**src/rtl/mipi_pkt_parser_if.sv**
```systemverilog
// Byte-stream input and decoded header/payload/status outputs of the MIPI packet parser.
interface mipi_pkt_parser_if #(
  parameter int unsigned VC_NUM = 4
);
  logic              in_valid;
  logic [7:0]        in_data;
  logic              in_sop;
  logic              hdr_valid;
  logic [1:0]        hdr_vc;
  logic [5:0]        hdr_dt;
  logic [15:0]       hdr_wc;
  logic              hdr_long;
  logic              hdr_ecc_corr;
  logic              hdr_ecc_err;
  logic              hdr_len_err;
  logic              pld_valid;
  logic [7:0]        pld_data;
  logic              pld_last;
  logic              crc_valid;
  logic              crc_err;
  logic              err_sync;
  logic [VC_NUM-1:0] frame_active;

  modport master (
    output in_valid, in_data, in_sop,
    input  hdr_valid, hdr_vc, hdr_dt, hdr_wc, hdr_long, hdr_ecc_corr, hdr_ecc_err, hdr_len_err,
    input  pld_valid, pld_data, pld_last, crc_valid, crc_err, err_sync, frame_active
  );

  modport slave (
    input  in_valid, in_data, in_sop,
    output hdr_valid, hdr_vc, hdr_dt, hdr_wc, hdr_long, hdr_ecc_corr, hdr_ecc_err, hdr_len_err,
    output pld_valid, pld_data, pld_last, crc_valid, crc_err, err_sync, frame_active
  );
endinterface

```
**src/rtl/mipi_pkt_parser.sv**
```systemverilog
// CSI-2 / DSI packet parser: header ECC correction, payload CRC-16 check and
// per-virtual-channel frame tracking on a merged byte stream.
module mipi_pkt_parser #(
  parameter bit          MODE   = 1'b0,
  parameter int unsigned VC_NUM = 4,
  parameter int unsigned MAX_WC = 4096
) (
  input logic              clk,
  input logic              resetn,
  mipi_pkt_parser_if.slave bus
);

  typedef enum logic [2:0] {StIdle, StHdr, StPld, StCrc, StDiscard} state_e;

  typedef struct packed {
    logic        hdr_valid;
    logic [1:0]  hdr_vc;
    logic [5:0]  hdr_dt;
    logic [15:0] hdr_wc;
    logic        hdr_long;
    logic        hdr_ecc_corr;
    logic        hdr_ecc_err;
    logic        hdr_len_err;
    logic        pld_valid;
    logic [7:0]  pld_data;
    logic        pld_last;
    logic        crc_valid;
    logic        crc_err;
    logic        err_sync;
  } out_t;

  state_e            state_q, state_d;
  logic [1:0]        hcnt_q, hcnt_d;
  logic [7:0]        di_q, di_d, wc_lo_q, wc_lo_d, wc_hi_q, wc_hi_d, crc_lo_q, crc_lo_d;
  logic [15:0]       wc_q, wc_d, cnt_q, cnt_d, crc_q, crc_d;
  logic              crc_ph_q, crc_ph_d;
  out_t              out_q, out_d;
  logic [VC_NUM-1:0] frame_q, frame_d;

  logic [23:0] hdr_raw, hdr_fix;
  logic [5:0]  syn;
  logic        ecc_corr, ecc_err, is_long, len_err;

  function automatic logic [5:0] ecc_calc(logic [23:0] d);
    ecc_calc = {^(d & 24'hEFFC00), ^(d & 24'hDF03F0), ^(d & 24'hB8E38E),
                ^(d & 24'h749A6D), ^(d & 24'hF2555B), ^(d & 24'hF12CB7)};
  endfunction

  function automatic logic is_short_dt(logic [5:0] dt);
    if (!MODE) return dt <= 6'h0F;
    case (dt)
      6'h01, 6'h11, 6'h21, 6'h31, 6'h08, 6'h22, 6'h32, 6'h02, 6'h12,
      6'h04, 6'h14, 6'h24, 6'h03, 6'h13, 6'h23, 6'h05, 6'h15, 6'h06: return 1'b1;
      default: return 1'b0;
    endcase
  endfunction

  // Reflected CRC-16 (0x8408), LSB first.
  function automatic logic [15:0] crc_byte(logic [15:0] c, logic [7:0] b);
    logic [15:0] r;
    r = c ^ {8'h00, b};
    for (int k = 0; k < 8; k++) r = r[0] ? ((r >> 1) ^ 16'h8408) : (r >> 1);
    return r;
  endfunction

  // Header decode, evaluated while the ECC byte is on in_data.
  always_comb begin
    hdr_raw  = {wc_hi_q, wc_lo_q, di_q};
    hdr_fix  = hdr_raw;
    ecc_corr = 1'b0;
    ecc_err  = 1'b0;
    syn      = ecc_calc(hdr_raw) ^ bus.in_data[5:0];
    if (syn != 6'd0) begin
      if ((syn & (syn - 6'd1)) == 6'd0) begin
        ecc_corr = 1'b1;
      end else begin
        for (int i = 0; i < 24; i++) begin
          if (syn == ecc_calc(24'd1 << i)) begin
            hdr_fix[i] = ~hdr_raw[i];
            ecc_corr   = 1'b1;
          end
        end
        ecc_err = ~ecc_corr;
      end
    end
    is_long = ~is_short_dt(hdr_fix[5:0]);
    len_err = is_long && ({16'd0, hdr_fix[23:8]} > MAX_WC);
  end

  always_comb begin
    state_d  = state_q;
    hcnt_d   = hcnt_q;
    di_d     = di_q;
    wc_lo_d  = wc_lo_q;
    wc_hi_d  = wc_hi_q;
    crc_lo_d = crc_lo_q;
    wc_d     = wc_q;
    cnt_d    = cnt_q;
    crc_d    = crc_q;
    crc_ph_d = crc_ph_q;
    frame_d  = frame_q;
    out_d    = out_q;
    out_d.hdr_valid = 1'b0;
    out_d.pld_valid = 1'b0;
    out_d.pld_last  = 1'b0;
    out_d.crc_valid = 1'b0;
    out_d.err_sync  = 1'b0;

    if (bus.in_valid) begin
      if (bus.in_sop) begin
        out_d.err_sync = state_q inside {StHdr, StPld, StCrc};
        di_d    = bus.in_data;
        hcnt_d  = 2'd0;
        state_d = StHdr;
      end else begin
        unique case (state_q)
          StHdr: begin
            if (hcnt_q == 2'd0) begin
              wc_lo_d = bus.in_data;
              hcnt_d  = 2'd1;
            end else if (hcnt_q == 2'd1) begin
              wc_hi_d = bus.in_data;
              hcnt_d  = 2'd2;
            end else begin
              out_d.hdr_valid    = 1'b1;
              out_d.hdr_vc       = hdr_fix[7:6];
              out_d.hdr_dt       = hdr_fix[5:0];
              out_d.hdr_wc       = hdr_fix[23:8];
              out_d.hdr_long     = is_long;
              out_d.hdr_ecc_corr = ecc_corr;
              out_d.hdr_ecc_err  = ecc_err;
              out_d.hdr_len_err  = len_err;
              if (!ecc_err) begin
                for (int unsigned i = 0; i < VC_NUM; i++) begin
                  if (hdr_fix[7:6] == 2'(i)) begin
                    if (hdr_fix[5:0] == (MODE ? 6'h01 : 6'h00))      frame_d[i] = 1'b1;
                    else if (hdr_fix[5:0] == (MODE ? 6'h11 : 6'h01)) frame_d[i] = 1'b0;
                  end
                end
              end
              if (ecc_err || len_err) begin
                state_d = StDiscard;
              end else if (!is_long) begin
                state_d = StIdle;
              end else begin
                wc_d     = hdr_fix[23:8];
                cnt_d    = 16'd0;
                crc_d    = 16'hFFFF;
                crc_ph_d = 1'b0;
                state_d  = (hdr_fix[23:8] == 16'd0) ? StCrc : StPld;
              end
            end
          end
          StPld: begin
            out_d.pld_valid = 1'b1;
            out_d.pld_data  = bus.in_data;
            crc_d           = crc_byte(crc_q, bus.in_data);
            cnt_d           = cnt_q + 16'd1;
            if (cnt_q + 16'd1 == wc_q) begin
              out_d.pld_last = 1'b1;
              state_d        = StCrc;
            end
          end
          StCrc: begin
            if (!crc_ph_q) begin
              crc_lo_d = bus.in_data;
              crc_ph_d = 1'b1;
            end else begin
              out_d.crc_valid = 1'b1;
              out_d.crc_err   = {bus.in_data, crc_lo_q} != crc_q;
              state_d         = StIdle;
            end
          end
          default: ;
        endcase
      end
    end
  end

  always_ff @(posedge clk) begin
    if (!resetn) begin
      state_q  <= StIdle;
      hcnt_q   <= 2'd0;
      di_q     <= 8'd0;
      wc_lo_q  <= 8'd0;
      wc_hi_q  <= 8'd0;
      crc_lo_q <= 8'd0;
      wc_q     <= 16'd0;
      cnt_q    <= 16'd0;
      crc_q    <= 16'd0;
      crc_ph_q <= 1'b0;
      out_q    <= '0;
      frame_q  <= '0;
    end else begin
      state_q  <= state_d;
      hcnt_q   <= hcnt_d;
      di_q     <= di_d;
      wc_lo_q  <= wc_lo_d;
      wc_hi_q  <= wc_hi_d;
      crc_lo_q <= crc_lo_d;
      wc_q     <= wc_d;
      cnt_q    <= cnt_d;
      crc_q    <= crc_d;
      crc_ph_q <= crc_ph_d;
      out_q    <= out_d;
      frame_q  <= frame_d;
    end
  end

  assign bus.hdr_valid    = out_q.hdr_valid;
  assign bus.hdr_vc       = out_q.hdr_vc;
  assign bus.hdr_dt       = out_q.hdr_dt;
  assign bus.hdr_wc       = out_q.hdr_wc;
  assign bus.hdr_long     = out_q.hdr_long;
  assign bus.hdr_ecc_corr = out_q.hdr_ecc_corr;
  assign bus.hdr_ecc_err  = out_q.hdr_ecc_err;
  assign bus.hdr_len_err  = out_q.hdr_len_err;
  assign bus.pld_valid    = out_q.pld_valid;
  assign bus.pld_data     = out_q.pld_data;
  assign bus.pld_last     = out_q.pld_last;
  assign bus.crc_valid    = out_q.crc_valid;
  assign bus.crc_err      = out_q.crc_err;
  assign bus.err_sync     = out_q.err_sync;
  assign bus.frame_active = frame_q;

endmodule

```
**src/flat_wrapper.sv**
```systemverilog
// flat-port wrapper written by rule: the top's interface ports become plain ports
module mipi_pkt_parser_flat 
#(
  parameter bit          MODE   = 1'b0,
  parameter int unsigned VC_NUM = 4,
  parameter int unsigned MAX_WC = 4096
)
  (clk, resetn, bus_in_valid, bus_in_data, bus_in_sop, bus_hdr_valid, bus_hdr_vc, bus_hdr_dt, bus_hdr_wc, bus_hdr_long, bus_hdr_ecc_corr, bus_hdr_ecc_err, bus_hdr_len_err, bus_pld_valid, bus_pld_data, bus_pld_last, bus_crc_valid, bus_crc_err, bus_err_sync, bus_frame_active);
  mipi_pkt_parser_if #(.VC_NUM(VC_NUM)) bus_i ();
  input logic clk;
  input logic resetn;
  input wire logic [$bits(bus_i.in_valid)-1:0] bus_in_valid;
  input wire logic [$bits(bus_i.in_data)-1:0] bus_in_data;
  input wire logic [$bits(bus_i.in_sop)-1:0] bus_in_sop;
  output wire logic [$bits(bus_i.hdr_valid)-1:0] bus_hdr_valid;
  output wire logic [$bits(bus_i.hdr_vc)-1:0] bus_hdr_vc;
  output wire logic [$bits(bus_i.hdr_dt)-1:0] bus_hdr_dt;
  output wire logic [$bits(bus_i.hdr_wc)-1:0] bus_hdr_wc;
  output wire logic [$bits(bus_i.hdr_long)-1:0] bus_hdr_long;
  output wire logic [$bits(bus_i.hdr_ecc_corr)-1:0] bus_hdr_ecc_corr;
  output wire logic [$bits(bus_i.hdr_ecc_err)-1:0] bus_hdr_ecc_err;
  output wire logic [$bits(bus_i.hdr_len_err)-1:0] bus_hdr_len_err;
  output wire logic [$bits(bus_i.pld_valid)-1:0] bus_pld_valid;
  output wire logic [$bits(bus_i.pld_data)-1:0] bus_pld_data;
  output wire logic [$bits(bus_i.pld_last)-1:0] bus_pld_last;
  output wire logic [$bits(bus_i.crc_valid)-1:0] bus_crc_valid;
  output wire logic [$bits(bus_i.crc_err)-1:0] bus_crc_err;
  output wire logic [$bits(bus_i.err_sync)-1:0] bus_err_sync;
  output wire logic [$bits(bus_i.frame_active)-1:0] bus_frame_active;
  assign bus_i.in_valid = bus_in_valid;
  assign bus_i.in_data = bus_in_data;
  assign bus_i.in_sop = bus_in_sop;
  assign bus_hdr_valid = bus_i.hdr_valid;
  assign bus_hdr_vc = bus_i.hdr_vc;
  assign bus_hdr_dt = bus_i.hdr_dt;
  assign bus_hdr_wc = bus_i.hdr_wc;
  assign bus_hdr_long = bus_i.hdr_long;
  assign bus_hdr_ecc_corr = bus_i.hdr_ecc_corr;
  assign bus_hdr_ecc_err = bus_i.hdr_ecc_err;
  assign bus_hdr_len_err = bus_i.hdr_len_err;
  assign bus_pld_valid = bus_i.pld_valid;
  assign bus_pld_data = bus_i.pld_data;
  assign bus_pld_last = bus_i.pld_last;
  assign bus_crc_valid = bus_i.crc_valid;
  assign bus_crc_err = bus_i.crc_err;
  assign bus_err_sync = bus_i.err_sync;
  assign bus_frame_active = bus_i.frame_active;
  mipi_pkt_parser #(.MODE(MODE), .VC_NUM(VC_NUM), .MAX_WC(MAX_WC)) u_core (.clk(clk), .resetn(resetn), .bus(bus_i));
endmodule
```
**config.mk**
```make
export PLATFORM = sky130hd
export DESIGN_NAME = mipi_pkt_parser_flat
export DESIGN_NICKNAME = d
export VERILOG_FILES = /design/src/rtl/mipi_pkt_parser_if.sv /design/src/rtl/mipi_pkt_parser.sv /design/src/flat_wrapper.sv
export SDC_FILE = /design/constraint.sdc
export NUM_CORES = 1
export LEC_CHECK = 0
export CAP_MARGIN = 20
export CORE_MARGIN = 1.5
export CORE_UTILIZATION = 59
export DETAILED_ROUTE_END_ITERATION = 7
export PLACE_DENSITY = 0.8
export SYNTH_ARGS = -nofsm -noshare
export SYNTH_HDL_FRONTEND = slang
export SYNTH_SLANG_ARGS = --single-unit
```
**constraint.sdc**
```tcl
create_clock -name clk -period 5.26 [get_ports clk]
set_input_delay 0.789 -clock clk [delete_from_list [all_inputs] [get_ports clk]]
set_output_delay 0.789 -clock clk [all_outputs]
set_load 0.01 [all_outputs]
```
Yosys cells after proc, flatten, opt, wreduce, memory -nomap -nowiden. Cells that the tools add are included.

Input port bits: 12. Word-level logic and storage cells: 262. Bits in registers: 132. Output and inout bits: 46.

Add/sub/neg operators: 2. Bitwise logic cells: 48. Reductions and logical operators: 42. $lt $le $gt $ge: 2. Multiplexer cells: 98. Equality and inequality tests: 42.

Operators by type and width (count): 16-bit 2-to-1 mux (16); 24-bit parity (6); 6-bit equality test, second input constant (13); 16-bit one-hot mux with 2 select lines (2); 1-bit 2-to-1 mux (62); 24-bit 2-to-1 mux (2); 6-bit by 5-bit equality test with 1-bit output, second input constant (7); 1-bit NOT (37); 8-bit AND reduction (4); 29-bit 2-to-1 mux (1); 2-bit NOT with 3-bit output (8); 3-bit 2-to-1 mux (7); 7-bit AND reduction (3); 6-bit by 4-bit equality test with 1-bit output, second input constant (3); 16-bit by 1-bit adder with 16-bit output, second input constant (1); 16-bit equality test (1); 16-bit by 13-bit greater-than comparator with 1-bit output, second input constant (1); 16-bit zero test (1); 16-bit != test (1); 16-bit by 8-bit XOR with 16-bit output (1); 6-bit zero test (2); 4-bit AND reduction (3); 10-bit 2-to-1 mux (1); 2-bit 2-to-1 mux (5); other kinds (29) (46).

Longest topological paths before layout.
Word-level depth: 38. Depth in mapped cells: 17. Depth with buffers taken out: 13.

Worst setup path after synthesis. Ideal clock, no wire load.

Path kind: input -> register. Start: input port bus_in_data[1]. End: register u_core.crc_q[15]. Arrival: 4146 ps. Cell stages on the path: 15. Library setup time: 61 ps. Path slack: 1053 ps. Path through: buf_2 -> xor2_1 -> xnor3_1 -> xor2_1 -> or3_1 -> a222oi_1 -> xnor2_1 -> a21bo_1 -> nor4_2 -> a31oi_2 -> o21ai_2 -> a22oi_4 -> nor2_4 -> buf_6 -> o221a_1.

Longest elaborated chain between the ends: 34. Elaborated cells on any way between the ends: 90.

Ends and longest elaborated chain: start: declaration (line flat_wrapper.sv:13) `input wire logic [$bits(bus_i.in_data)-1:0] bus_in_data;`; 6-bit XOR (*) (line mipi_pkt_parser.sv:72) `syn = ecc_calc(hdr_raw) ^ bus.in_data[5:0];`; 6-bit by 3-bit equality test with 1-bit output (line mipi_pkt_parser.sv:78) `if (syn == ecc_calc(24'd1 << i)) begin`; 1-bit 2-to-1 mux (24 in a row) (line mipi_pkt_parser.sv:78); 1-bit 2-to-1 mux (line mipi_pkt_parser.sv:74) `if ((syn & (syn - 6'd1)) == 6'd0) begin`; 1-bit 2-to-1 mux (line mipi_pkt_parser.sv:73) `if (syn != 6'd0) begin`; 1-bit NOT (line mipi_pkt_parser.sv:83) `ecc_err = ~ecc_corr;`; 1-bit 2-to-1 mux (line mipi_pkt_parser.sv:74); 1-bit 2-to-1 mux (line mipi_pkt_parser.sv:73); 1-bit logical OR (line mipi_pkt_parser.sv:141) `if (ecc_err || len_err) begin`; 2-bit != test (no line); 7-bit AND reduction (no line) (*); end signal: assignment (line mipi_pkt_parser.sv:203) `crc_q <= crc_d;`; end: declaration (line mipi_pkt_parser.sv:35) `logic [15:0] wc_q, wc_d, cnt_q, cnt_d, crc_q, crc_d;`.

Every way passes the cells marked *; elsewhere a longest branch is shown, timed or not. The select of a mux whose other input is x is not followed. A chain may end at the register's enable or synchronous reset.

Worst setup path after layout.
Start: input port bus_in_data[0]. End: register u_core.crc_q[2].

The elaborated chain is that of the path after synthesis.

==> flow_summary.yaml <==
yosys:
  synth_top_area_share: 0.349
  ys_seq_area_frac: 0.349
  ys_seq_elements: 132
  synth_edf_count: 0
  synthTopCellsByArea: "dfxtp_1, xnor2_1, xor2_1"
  async_flop_share: 0
  ys.warnings.count: 0
  ys.flop_type: "dfxtp_1"
  syn-cell-area_um2: 7570
  syn_inst: 879
  ys_types: 73
  synth_top_cell_by_area: "dfxtp_1"
  syn_area_per_cell_um2: 8.61
  syn-num-nets: 892
sta:
  period_minus_slack_ns: 4.55
  tightest_slew_ns: 1.04
  maxSlewViolCount: 0
  finalHoldWorstSlack_ns: 0.460
  min_period_over_period: 0.865
  relSlewSlack: 0.309
  postLayoutSetupSlackWorst_ns: 0.712
  clock-skew-final_ns: 0.0104
  rsz0062_at_grt: "no"
  setup_viol: 0
  finalHoldViolCount: 0
  setup_tns_ns: 0
  max_freq_mhz: 220
final_layout:
  nFillCells: 999
  layout-area-overhead-vs-synth_pct: 17.6
  layout-drive-gt1-share: 0.0975
  final_util: 0.708
  fin_nets: 934
  multi_input_area_um2: 4630
  finalInstanceArea_um2: 8900
  seq_area_um2: 2640
  num_antenna_cells: 0
floorplan:
  die_area_um2: 13500
  coreArea_um2: 12600
  rows: 41
  start_util: 0.602
  ios: 58
  die_y_um: 116
  die_w_um: 116
clocking:
  cts-root-buf: "clkbuf_16"
  ctsHtreeMaxLevel: 4
  cts.clk_slew.worst_paths_ns: 0.06
  cts_tree: "built"
  cts.sinks: 132
  cts-buffers-inserted: 17
  clock_latency_ns: 0.43
  cts_buffer_depth: 2
  cts_hold_buf: 0
  post_cts_buffers: 0
  cts_resized: 0
critical_path:
  startpoint_type: "primary input"
  worst_ep_arrival_time_ns: 4.91
  worst-path-buf-inv: 1
  critPathMaxFanout: 17
  critPathTopFamily: "compound AO/OA/AOI/OAI gates"
  endpoint_kind: "register"
  worst_ep_required_time_ns: 5.63
  critPathSlowestCell: "clkdlybuf4s50_1"
  crit_type: "primary input to register"
  path_cells: "clkdlybuf4s50_1, xor2_1, xnor3_1, xnor2_1, nand3_1, a211o_1, nand2b_1, a21bo_1, nor4_2, a31oi_2, o21ai_2, a22oi_4, nor2_4, o221a_2"
  cp_slowest_stage_delay_ns: 0.55
drt:
  via_count: 6568
  antenna_left: 0
  drc_errors: 0
  routed_wl_um: 20000
  drt-initial-drc-count: 672
  routed_via_density: 5.94
  wire_per_inst_um: 18.1
  drt-pass1-iter-count: 6
grt:
  busiest_layer: "met2"
  grt_pass1_vias: 6077
  grt_pass1_wl_um: 32300
  grtUsageTotal: 0.313
  met3_usage: 0.0752
  use_met1: 0.415
  grt_util_met2: 0.498
  grt_start_max_net_pins: 60
  antenna_found_initial: 0
  grt_overflow: 0
power_and_ir_drop:
  comb_power_share: 0.187
  vdd_ir_drop_max_uv: 318
  p_sw_frac: 0.298
  intPower_mw: 1.90
  p_sw_mw: 0.805
  clock_power_share: 0.435
  pwr-share-seq: 0.378
  leakagePower_nw: 3.24
  powerDensity_nw_per_um2: 304
place:
  post-dp-hpwl_um: 14400
  dpl_cell_area_um2: 8290
  port_buffers: 57
  dpl_worst_slack_ns: 0.359
  place.gp.congestion: 0.995
run_status:
  status: "finished clean"
flow_run:
  maxCapViolations: 0
worst_hold_path:
  hold_class: "register to register"
## tightest hold or removal path, stage by stage, from the launching register on
cell and delay [ns]:
dfxtp_1 0.31, nand2_1 0.05, mux2i_1 0.05
## stage by stage
step,std cells,power (mW)
6_report,1105,2.70
5_1_grt,1105,2.79
4_1_cts,1104,2.69
3_5_place_dp,1073,1.53
3_3_place_gp,1073,1.53
2_1_floorplan,879,1.40
## cell type report
type                            count  area share
Clock buffer                       17      0.0478
Clock inverter                     14      0.0174
Inverter                            8     0.00337
Multi-Input combinational cell    677       0.520
Sequential cell                   132       0.297
Tap cell                          172      0.0242
Timing Repair Buffer               85      0.0900
## state kept, by name, summed over array words and instances, names as in the netlist, 2 cells and up
| name | flops |
|---|---|
| u_core.bus.frame_active | 4 |
| u_core.bus.hdr_dt | 6 |
| u_core.bus.hdr_vc | 2 |
| u_core.bus.hdr_wc | 16 |
| u_core.bus.pld_data | 8 |
| u_core.cnt_q | 16 |
| u_core.crc_lo_q | 8 |
| u_core.crc_q | 16 |
| u_core.di_q | 8 |
| u_core.hcnt_q | 2 |
| u_core.state_q | 3 |
| u_core.wc_hi_q | 8 |
| u_core.wc_lo_q | 8 |
| u_core.wc_q | 16 |
## kinds of logic (layout without fill, tap and decap cells)
logic type,Yosys count,after routing,synth area share
DFF,132,132,0.349
adders and majority gates,2,2,0.00298
muxes,32,32,0.0440
and+or+nand+nor,312,312,0.195
AOI/OAI and AO/OA,181,181,0.169
xor gates and xnor gates,150,150,0.201
buffers and inverters,70,124,0.0397
## final timing paths
kind | to | slack, ns | start | cells past startpoint
min reg2reg | u_core.bus.frame_active[1]$_SDFFE_PN0P_ | 0.46 | u_core.bus.frame_active[1]$_SDFFE_PN0P_ | 2
min | u_core.bus.frame_active[1]$_SDFFE_PN0P_ | 0.46 | u_core.bus.frame_active[1]$_SDFFE_PN0P_ | 2
max reg2reg | u_core.crc_q[2]$_SDFFE_PN0P_ | 0.97 | u_core.wc_hi_q[7]$_SDFFE_PN0P_ | 13
max | u_core.crc_q[2]$_SDFFE_PN0P_ | 0.71 | bus_in_data[0] | 14
## synthesized netlist by cell type (12+ instances only)
master    number
a211oi_1      36
a21oi_1       54
buf_2         12
clkbuf_1      43
dfxtp_1      132
mux2i_1       31
nand2_1       80
nand3_1       24
nand3b_1      13
nor2_1       106
nor3_1        23
o21ai_0       20
xnor2_1       86
xor2_1        48
## power by group through the flow
stage	Clock [mW]	Combinational [mW]	Sequential, mW
after global placement	0	0.488	1.04
after floorplan	0	0.360	1.04
after detailed placement	0	0.488	1.04
after CTS	1.18	0.490	1.02
after global routing	1.23	0.543	1.02
final	1.18	0.505	1.02
## cell usage in the layout (no fill, tap or decap), drive strengths merged, types with 17 or more instances in the layout
| cell | n |
|---|---|
| o21ai | 29 |
| dfxtp | 132 |
| clkbuf | 17 |
| a21oi | 54 |
| nand2 | 80 |
| buf | 28 |
| a211oi | 37 |
| nor2 | 109 |
| nand3 | 25 |
| nor3 | 24 |
| xor2 | 51 |
| mux2i | 32 |
| xnor2 | 90 |
| clkdlybuf4s50 | 57 |
## routing by layer
| metal | part of all wire | up-vias |
|---|---|---|
| met5 | 0 | - |
| met4 | 0.027 | 0 |
| met3 | 0.076 | 44 |
| met2 | 0.47 | 259 |
| met1 | 0.43 | 3087 |
| li1 | - | 3178 |
Note: power is estimated with default switching activity, not from simulation.
